===== config.mk =====
export PLATFORM = sky130hd
export DESIGN_NAME = writeback_arbiter_flat
export DESIGN_NICKNAME = d
export VERILOG_FILES = /design/src/rtl/cpu_pkg.sv /design/src/rtl/writeback_arbiter_if.sv /design/src/rtl/writeback_arbiter_scoreboard.sv /design/src/rtl/writeback_arbiter.sv /design/src/flat_wrapper.sv
export SDC_FILE = /design/constraint.sdc
export NUM_CORES = 1
export LEC_CHECK = 0
export BUFFER_PORTS_ARGS = -buffer_cell sky130_fd_sc_hd__buf_4
export CAP_MARGIN = 20
export CORE_ASPECT_RATIO = 1.5
export CORE_UTILIZATION = 51
export CTS_BUF_LIST = sky130_fd_sc_hd__clkbuf_16
export CTS_CLUSTER_SIZE = 20
export DETAILED_ROUTE_END_ITERATION = 10
export PLACE_DENSITY_LB_ADDON = 0.1
export RECOVER_POWER = 50
export SKIP_LAST_GASP = 1
export SLEW_MARGIN = 5
export SYNTH_ARGS = -nofsm -noshare
export SYNTH_HDL_FRONTEND = slang
export SYNTH_SLANG_ARGS = --single-unit

===== constraint.sdc =====
create_clock -name clk -period 3.4 [get_ports clk]
set_clock_uncertainty 0.05 [all_clocks]
set_input_delay 0.17 -clock clk [delete_from_list [all_inputs] [get_ports clk]]
set_output_delay 0.17 -clock clk [all_outputs]
set_load 0.01 [all_outputs]

===== src/rtl/cpu_pkg.sv =====
// Shared CPU definitions: register-file geometry, data width and the
// writeback source-select encoding used by the arbiter and its scoreboard.
package cpu_pkg;

  localparam int REG_ADDR_W = 5;
  localparam int XLEN       = 32;
  localparam int NUM_REGS   = 32;

  typedef logic [REG_ADDR_W-1:0]  reg_addr_t;
  typedef logic signed [XLEN-1:0] xlen_data_t;

  typedef enum logic [1:0] {
    SRC_ALU = 2'd0,
    SRC_LD  = 2'd1,
    SRC_MD  = 2'd2
  } src_sel_e;

  typedef struct packed {
    logic       valid;
    src_sel_e   src;
    reg_addr_t  rd;
    xlen_data_t data;
  } wb_grant_t;

  // x0 is hardwired to zero, so results aimed at it are never written.
  function automatic logic writes_reg(input reg_addr_t addr);
    return addr != '0;
  endfunction

endpackage


===== src/rtl/writeback_arbiter_if.sv =====
// Writeback bus: three result sources, issue/operand-query side channel and
// the register-file write port.
interface writeback_arbiter_if;
  import cpu_pkg::*;

  logic       alu_valid;
  reg_addr_t  alu_rd;
  xlen_data_t alu_data;

  logic       ld_valid;
  reg_addr_t  ld_rd;
  xlen_data_t ld_data;
  logic       ld_ready;

  logic       md_valid;
  reg_addr_t  md_rd;
  xlen_data_t md_data;
  logic       md_ready;

  logic       issue_valid;
  reg_addr_t  issue_rd;

  reg_addr_t  rs1;
  reg_addr_t  rs2;
  logic       rs1_busy;
  logic       rs2_busy;

  logic       write_enable;
  reg_addr_t  rd;
  xlen_data_t write_data;

  // Pipeline / test side: produces results and queries, observes the write port.
  modport master (
    output alu_valid, alu_rd, alu_data,
    output ld_valid, ld_rd, ld_data,
    input  ld_ready,
    output md_valid, md_rd, md_data,
    input  md_ready,
    output issue_valid, issue_rd,
    output rs1, rs2,
    input  rs1_busy, rs2_busy,
    input  write_enable, rd, write_data
  );

  // Arbiter side.
  modport slave (
    input  alu_valid, alu_rd, alu_data,
    input  ld_valid, ld_rd, ld_data,
    output ld_ready,
    input  md_valid, md_rd, md_data,
    output md_ready,
    input  issue_valid, issue_rd,
    input  rs1, rs2,
    output rs1_busy, rs2_busy,
    output write_enable, rd, write_data
  );

endinterface


===== src/rtl/writeback_arbiter_scoreboard.sv =====
// Pending-write bitmap: one bit per architectural register, set on issue,
// cleared on writeback; a same-cycle set beats the clear.
module reg_scoreboard
  import cpu_pkg::*;
(
  input  logic      clk,
  input  logic      rst_n,
  input  logic      set_valid,
  input  reg_addr_t set_addr,
  input  logic      clr_valid,
  input  reg_addr_t clr_addr,
  input  reg_addr_t rs1_addr,
  input  reg_addr_t rs2_addr,
  output logic      rs1_busy,
  output logic      rs2_busy
);

  logic [NUM_REGS-1:0] pending_reg;
  logic [NUM_REGS-1:0] pending_next;

  generate
    for (genvar gi = 0; gi < NUM_REGS; gi++) begin : g_bit
      if (gi == 0) begin : g_zero
        assign pending_next[gi] = 1'b0;
      end else begin : g_reg
        logic set_hit;
        logic clr_hit;
        assign set_hit = set_valid && (set_addr == REG_ADDR_W'(gi));
        assign clr_hit = clr_valid && (clr_addr == REG_ADDR_W'(gi));
        // Newer issue wins over a retiring write to the same register.
        assign pending_next[gi] = set_hit || (pending_reg[gi] && !clr_hit);
      end
    end
  endgenerate

  always_ff @(posedge clk or negedge rst_n) begin
    if (!rst_n) begin
      pending_reg <= '0;
    end else begin
      pending_reg <= pending_next;
    end
  end

  // No bypass: a register retiring this cycle still reads busy.
  assign rs1_busy = pending_reg[rs1_addr];
  assign rs2_busy = pending_reg[rs2_addr];

endmodule


===== src/rtl/writeback_arbiter.sv =====
// Single-port writeback arbiter: ALU has absolute priority, load and mul/div
// share the remaining slot round-robin; accepted result is registered once.
module writeback_arbiter
  import cpu_pkg::*;
(
  input  logic                clk,
  input  logic                rst_n,
  writeback_arbiter_if.slave  bus
);

  src_sel_e   rr_ptr_reg;
  src_sel_e   rr_ptr_next;
  logic       ld_ready;
  logic       md_ready;
  wb_grant_t  grant;

  logic       we_reg;
  reg_addr_t  rd_reg;
  xlen_data_t data_reg;

  // Ready is withheld during reset so nothing transfers while rst_n is low.
  always_comb begin
    ld_ready = 1'b0;
    md_ready = 1'b0;
    if (rst_n && !bus.alu_valid) begin
      ld_ready = (rr_ptr_reg == SRC_LD) || !bus.md_valid;
      md_ready = (rr_ptr_reg == SRC_MD) || !bus.ld_valid;
    end
  end

  assign bus.ld_ready = ld_ready;
  assign bus.md_ready = md_ready;

  always_comb begin
    grant = '{valid: 1'b0, src: SRC_ALU, rd: '0, data: '0};
    if (bus.alu_valid) begin
      grant = '{valid: 1'b1, src: SRC_ALU, rd: bus.alu_rd, data: bus.alu_data};
    end else if (bus.ld_valid && ld_ready) begin
      grant = '{valid: 1'b1, src: SRC_LD, rd: bus.ld_rd, data: bus.ld_data};
    end else if (bus.md_valid && md_ready) begin
      grant = '{valid: 1'b1, src: SRC_MD, rd: bus.md_rd, data: bus.md_data};
    end
  end

  // Pointer only moves when load and mul/div actually contended.
  always_comb begin
    rr_ptr_next = rr_ptr_reg;
    if (bus.ld_valid && bus.md_valid && grant.valid && grant.src != SRC_ALU) begin
      rr_ptr_next = (grant.src == SRC_LD) ? SRC_MD : SRC_LD;
    end
  end

  always_ff @(posedge clk or negedge rst_n) begin
    if (!rst_n) begin
      rr_ptr_reg <= SRC_LD;
      we_reg     <= 1'b0;
      rd_reg     <= '0;
      data_reg   <= '0;
    end else begin
      rr_ptr_reg <= rr_ptr_next;
      we_reg     <= grant.valid && writes_reg(grant.rd);
      if (grant.valid) begin
        rd_reg   <= grant.rd;
        data_reg <= grant.data;
      end
    end
  end

  assign bus.write_enable = we_reg;
  assign bus.rd           = rd_reg;
  assign bus.write_data   = data_reg;

  reg_scoreboard u_scoreboard (
    .clk       (clk),
    .rst_n     (rst_n),
    .set_valid (bus.issue_valid),
    .set_addr  (bus.issue_rd),
    .clr_valid (we_reg),
    .clr_addr  (rd_reg),
    .rs1_addr  (bus.rs1),
    .rs2_addr  (bus.rs2),
    .rs1_busy  (bus.rs1_busy),
    .rs2_busy  (bus.rs2_busy)
  );

endmodule


===== src/flat_wrapper.sv =====
// flat-port wrapper written by rule: the top's interface ports become plain ports
module writeback_arbiter_flat import cpu_pkg::*;
  (clk, rst_n, bus_alu_valid, bus_alu_rd, bus_alu_data, bus_ld_valid, bus_ld_rd, bus_ld_data, bus_ld_ready, bus_md_valid, bus_md_rd, bus_md_data, bus_md_ready, bus_issue_valid, bus_issue_rd, bus_rs1, bus_rs2, bus_rs1_busy, bus_rs2_busy, bus_write_enable, bus_rd, bus_write_data);
  writeback_arbiter_if bus_i ();
  input  logic clk;
  input  logic rst_n;
  input wire logic [$bits(bus_i.alu_valid)-1:0] bus_alu_valid;
  input wire logic [$bits(bus_i.alu_rd)-1:0] bus_alu_rd;
  input wire logic [$bits(bus_i.alu_data)-1:0] bus_alu_data;
  input wire logic [$bits(bus_i.ld_valid)-1:0] bus_ld_valid;
  input wire logic [$bits(bus_i.ld_rd)-1:0] bus_ld_rd;
  input wire logic [$bits(bus_i.ld_data)-1:0] bus_ld_data;
  output wire logic [$bits(bus_i.ld_ready)-1:0] bus_ld_ready;
  input wire logic [$bits(bus_i.md_valid)-1:0] bus_md_valid;
  input wire logic [$bits(bus_i.md_rd)-1:0] bus_md_rd;
  input wire logic [$bits(bus_i.md_data)-1:0] bus_md_data;
  output wire logic [$bits(bus_i.md_ready)-1:0] bus_md_ready;
  input wire logic [$bits(bus_i.issue_valid)-1:0] bus_issue_valid;
  input wire logic [$bits(bus_i.issue_rd)-1:0] bus_issue_rd;
  input wire logic [$bits(bus_i.rs1)-1:0] bus_rs1;
  input wire logic [$bits(bus_i.rs2)-1:0] bus_rs2;
  output wire logic [$bits(bus_i.rs1_busy)-1:0] bus_rs1_busy;
  output wire logic [$bits(bus_i.rs2_busy)-1:0] bus_rs2_busy;
  output wire logic [$bits(bus_i.write_enable)-1:0] bus_write_enable;
  output wire logic [$bits(bus_i.rd)-1:0] bus_rd;
  output wire logic [$bits(bus_i.write_data)-1:0] bus_write_data;
  assign bus_i.alu_valid = bus_alu_valid;
  assign bus_i.alu_rd = bus_alu_rd;
  assign bus_i.alu_data = bus_alu_data;
  assign bus_i.ld_valid = bus_ld_valid;
  assign bus_i.ld_rd = bus_ld_rd;
  assign bus_i.ld_data = bus_ld_data;
  assign bus_ld_ready = bus_i.ld_ready;
  assign bus_i.md_valid = bus_md_valid;
  assign bus_i.md_rd = bus_md_rd;
  assign bus_i.md_data = bus_md_data;
  assign bus_md_ready = bus_i.md_ready;
  assign bus_i.issue_valid = bus_issue_valid;
  assign bus_i.issue_rd = bus_issue_rd;
  assign bus_i.rs1 = bus_rs1;
  assign bus_i.rs2 = bus_rs2;
  assign bus_rs1_busy = bus_i.rs1_busy;
  assign bus_rs2_busy = bus_i.rs2_busy;
  assign bus_write_enable = bus_i.write_enable;
  assign bus_rd = bus_i.rd;
  assign bus_write_data = bus_i.write_data;
  writeback_arbiter u_core (.clk(clk), .rst_n(rst_n), .bus(bus_i));
endmodule

==> flow_summary.ini <==
[clock_tree]
cts_root_buf = clkbuf_16
cts_tree = yes
insertion_delay_ns = 0.33
postCtsSetupRepairBufs = 0
clock_sinks = 71
clk_pin_slew_ns = 0.05
cts_buffers = 9
cts.repair.resized = 0
clk_path_buf_depth = 2
cts_hold_buf = 0
htree_levels = 3

[status]
outcome = complete, but fails checks
violations = max-capacitance violations, max-slew violations

[drt]
drtPass1Iterations = 9
vias = 4049
drc = 0
postRouteWirelength_um = 12550
wire_per_inst_um = 19.25
antenna_left = 0
routed_via_density = 6.210
drt-initial-drc-count = 447

[layout]
design_area_um2 = 5363
largest_reg_flops = 32
final_layout_size_suffix_gt1_share_pct = 32.25
final_nets = 679
antennaDiodeCount = 0
areaGrowthSynthToFinish_pct = 40.66
final_util_pct = 74.20

[logic_synthesis]
synth_top_area_share_pct = 45.95
synth_seq_cells = 71
synth_area_leader_cell = dfrtp_1
yosysUniqueCellTypes = 30
yosys_warnings = 0
avgSynthCellArea_um2 = 9.928
ys_async_sr_fraction_pct = 100.0
netlist_top_cells_count = 70 x dfrtp_1, 64 x o21ai_0, 38 x a21oi_1, 37 x a222oi_1, 35 x nor2_1
syn-instance-count = 384
syn_area_um2 = 3812
synth_edf_count = 0
synth_seq_area_share_pct = 46.64
synth_nets = 516
synth_ff_type = dfrtp_1
synthMostInstantiatedCell = dfrtp_1
yosys-top-cells-area = dfrtp_1 46%, a222oi_1 9.7%, o21ai_0 8.4%

[sta]
layout_min_cycle_time_ns = 2.373
rsz0062_at_grt = no
worst_slew_pin_slew_ns = 1.667
setup_violations = 0
hold_ws_ns = 0.02538
max_slew_margin_pct = -11.16
finalHoldViolCount = 0
drv_slew = 72
max_freq_mhz = 421.3
setup_tns_ns = 0
layout_worst_path_cycle_share_pct = 69.80

[worst_setup_path]
critical_path_class = reg2out
arrival_ns = 2.15
path_cells = mux4_1, mux2i_1, nor3b_1, or3_1, buf_4
crit_path_end_kind = output port
ff2ff_setup_slack_ns = 1.28
crit_path_start_kind = flip-flop
crit_fanout = 3
critical-path-slowest-cell = mux4_1
required_ns = 3.18
slowest_delay_ns = 0.51

[job]
cap_violations = 1

[global_routing]
grt_pass1_vias = 3963
grt_first_pass_wirelength_um = 19430
grt_usage_pct = 33.59
grt-ovfl-total = 0
antenna_found_initial = 0
grt_max_degree = 72

[die]
io_pins = 174
rows = 38
die_w_um = 72.60
die_area_um2 = 7832
start_util_pct = 52.75
coreArea_um2 = 7227
dieHeight_um = 107.9

[placed_design]
place_area_um2 = 5134
routabilityCongestion = 0.9132
hpwl_um = 9312
port-buffer-count = 173

[worst_hold_path]
hold_class = in2reg

[pwr]
power_frac_comb_pct = 26.2
power.leakage_uw = 0.002378
peakVddDrop_mv = 0.3126
finalPower_uw = 3009
power_switching_share_pct = 30.84
switchingPower_uw = 928.2
intPower_uw = 2081
pwr-share-clk_pct = 32.6
powerDensity_nw_per_um2 = 561.2
power_frac_seq_pct = 41.2
[stage by stage]
stage	worst slack, ns	std cells
global placement	1.246	636
detailed placement	1.203	636
floorplan	1.748	384
finish	1.027	652
CTS	1.041	652
global route	0.9559	652
[final timing paths]
kind                                                      from                                  end  cells after the start
max reg2reg                               u_core.rr_ptr_reg[0]                     u_core.bus.rd[1]                      6
max in group asynchronous                                rst_n  u_core.u_scoreboard.pending_reg[10]                      2
min in group asynchronous                                rst_n  u_core.u_scoreboard.pending_reg[21]                      2
min                                               bus_ld_rd[4]                     u_core.bus.rd[4]                      3
max                        u_core.u_scoreboard.pending_reg[21]                         bus_rs1_busy                      5
min reg2reg                          u_core.bus.write_data[31]            u_core.bus.write_data[31]                      2
[layout by cell type (no fill, tap or decap), types with 3 or more instances in the layout]
cell type and n:
or3_1 3, a21oi_1 38, inv_1 3, nor2_1 35, nand4_1 4, clkbuf_16 9, clkbuf_1 22, o21ai_0 64
buf_4 154, nand2_1 21, mux2i_1 20, dfrtp_1 70, a222oi_1 37, nand2b_1 11, nand3_1 13, mux4_1 6
nor3_1 3, a22oi_1 4, nor2b_1 10
[worst max-delay path: cells and delay by family, from the launching register on]
family | cells | cell delay, ns
DFF | 1 | 0.40
muxes | 2 | 0.81
and+or+nand+nor | 2 | 0.46
buffers and inverters | 1 | 0.15
[cell families (layout without fill, tap and decap cells)]
group	after synthesis	after routing	synth area share, %
AOI/OAI and AO/OA	147	147	25.01
buffers and inverters	27	195	4.102
DFF	71	71	46.64
muxes	28	28	9.977
and+or+nand+nor	111	111	14.28
[cell type report]
type	count	area [µm²]
clock buffer	9	225.2
clock inverter	7	88.84
multi-input combinational	286	1894
timing repair buffer	177	1244
tap	100	125.1
fill	570	1864
inverter	2	7.507
sequential	71	1778
[power by group through the flow]
stage | sequential, µW | clock, µW | combinational, µW
global route | 1270 | 1030 | 861
floorplan | 1210 | 0 | 412
finish | 1240 | 981 | 787
global placement | 1220 | 0 | 766
detailed placement | 1240 | 0 | 791
CTS | 1230 | 985 | 804
[per-layer routing]
layer / GRT usage [%] / share of wire [%]
met1: 35.13 / 33
met2: 60.15 / 55
met3: 7.772 / 7.8
met5: 0 / 0
met4: 19.33 / 4.2
Power figures use the tool's default switching activity.
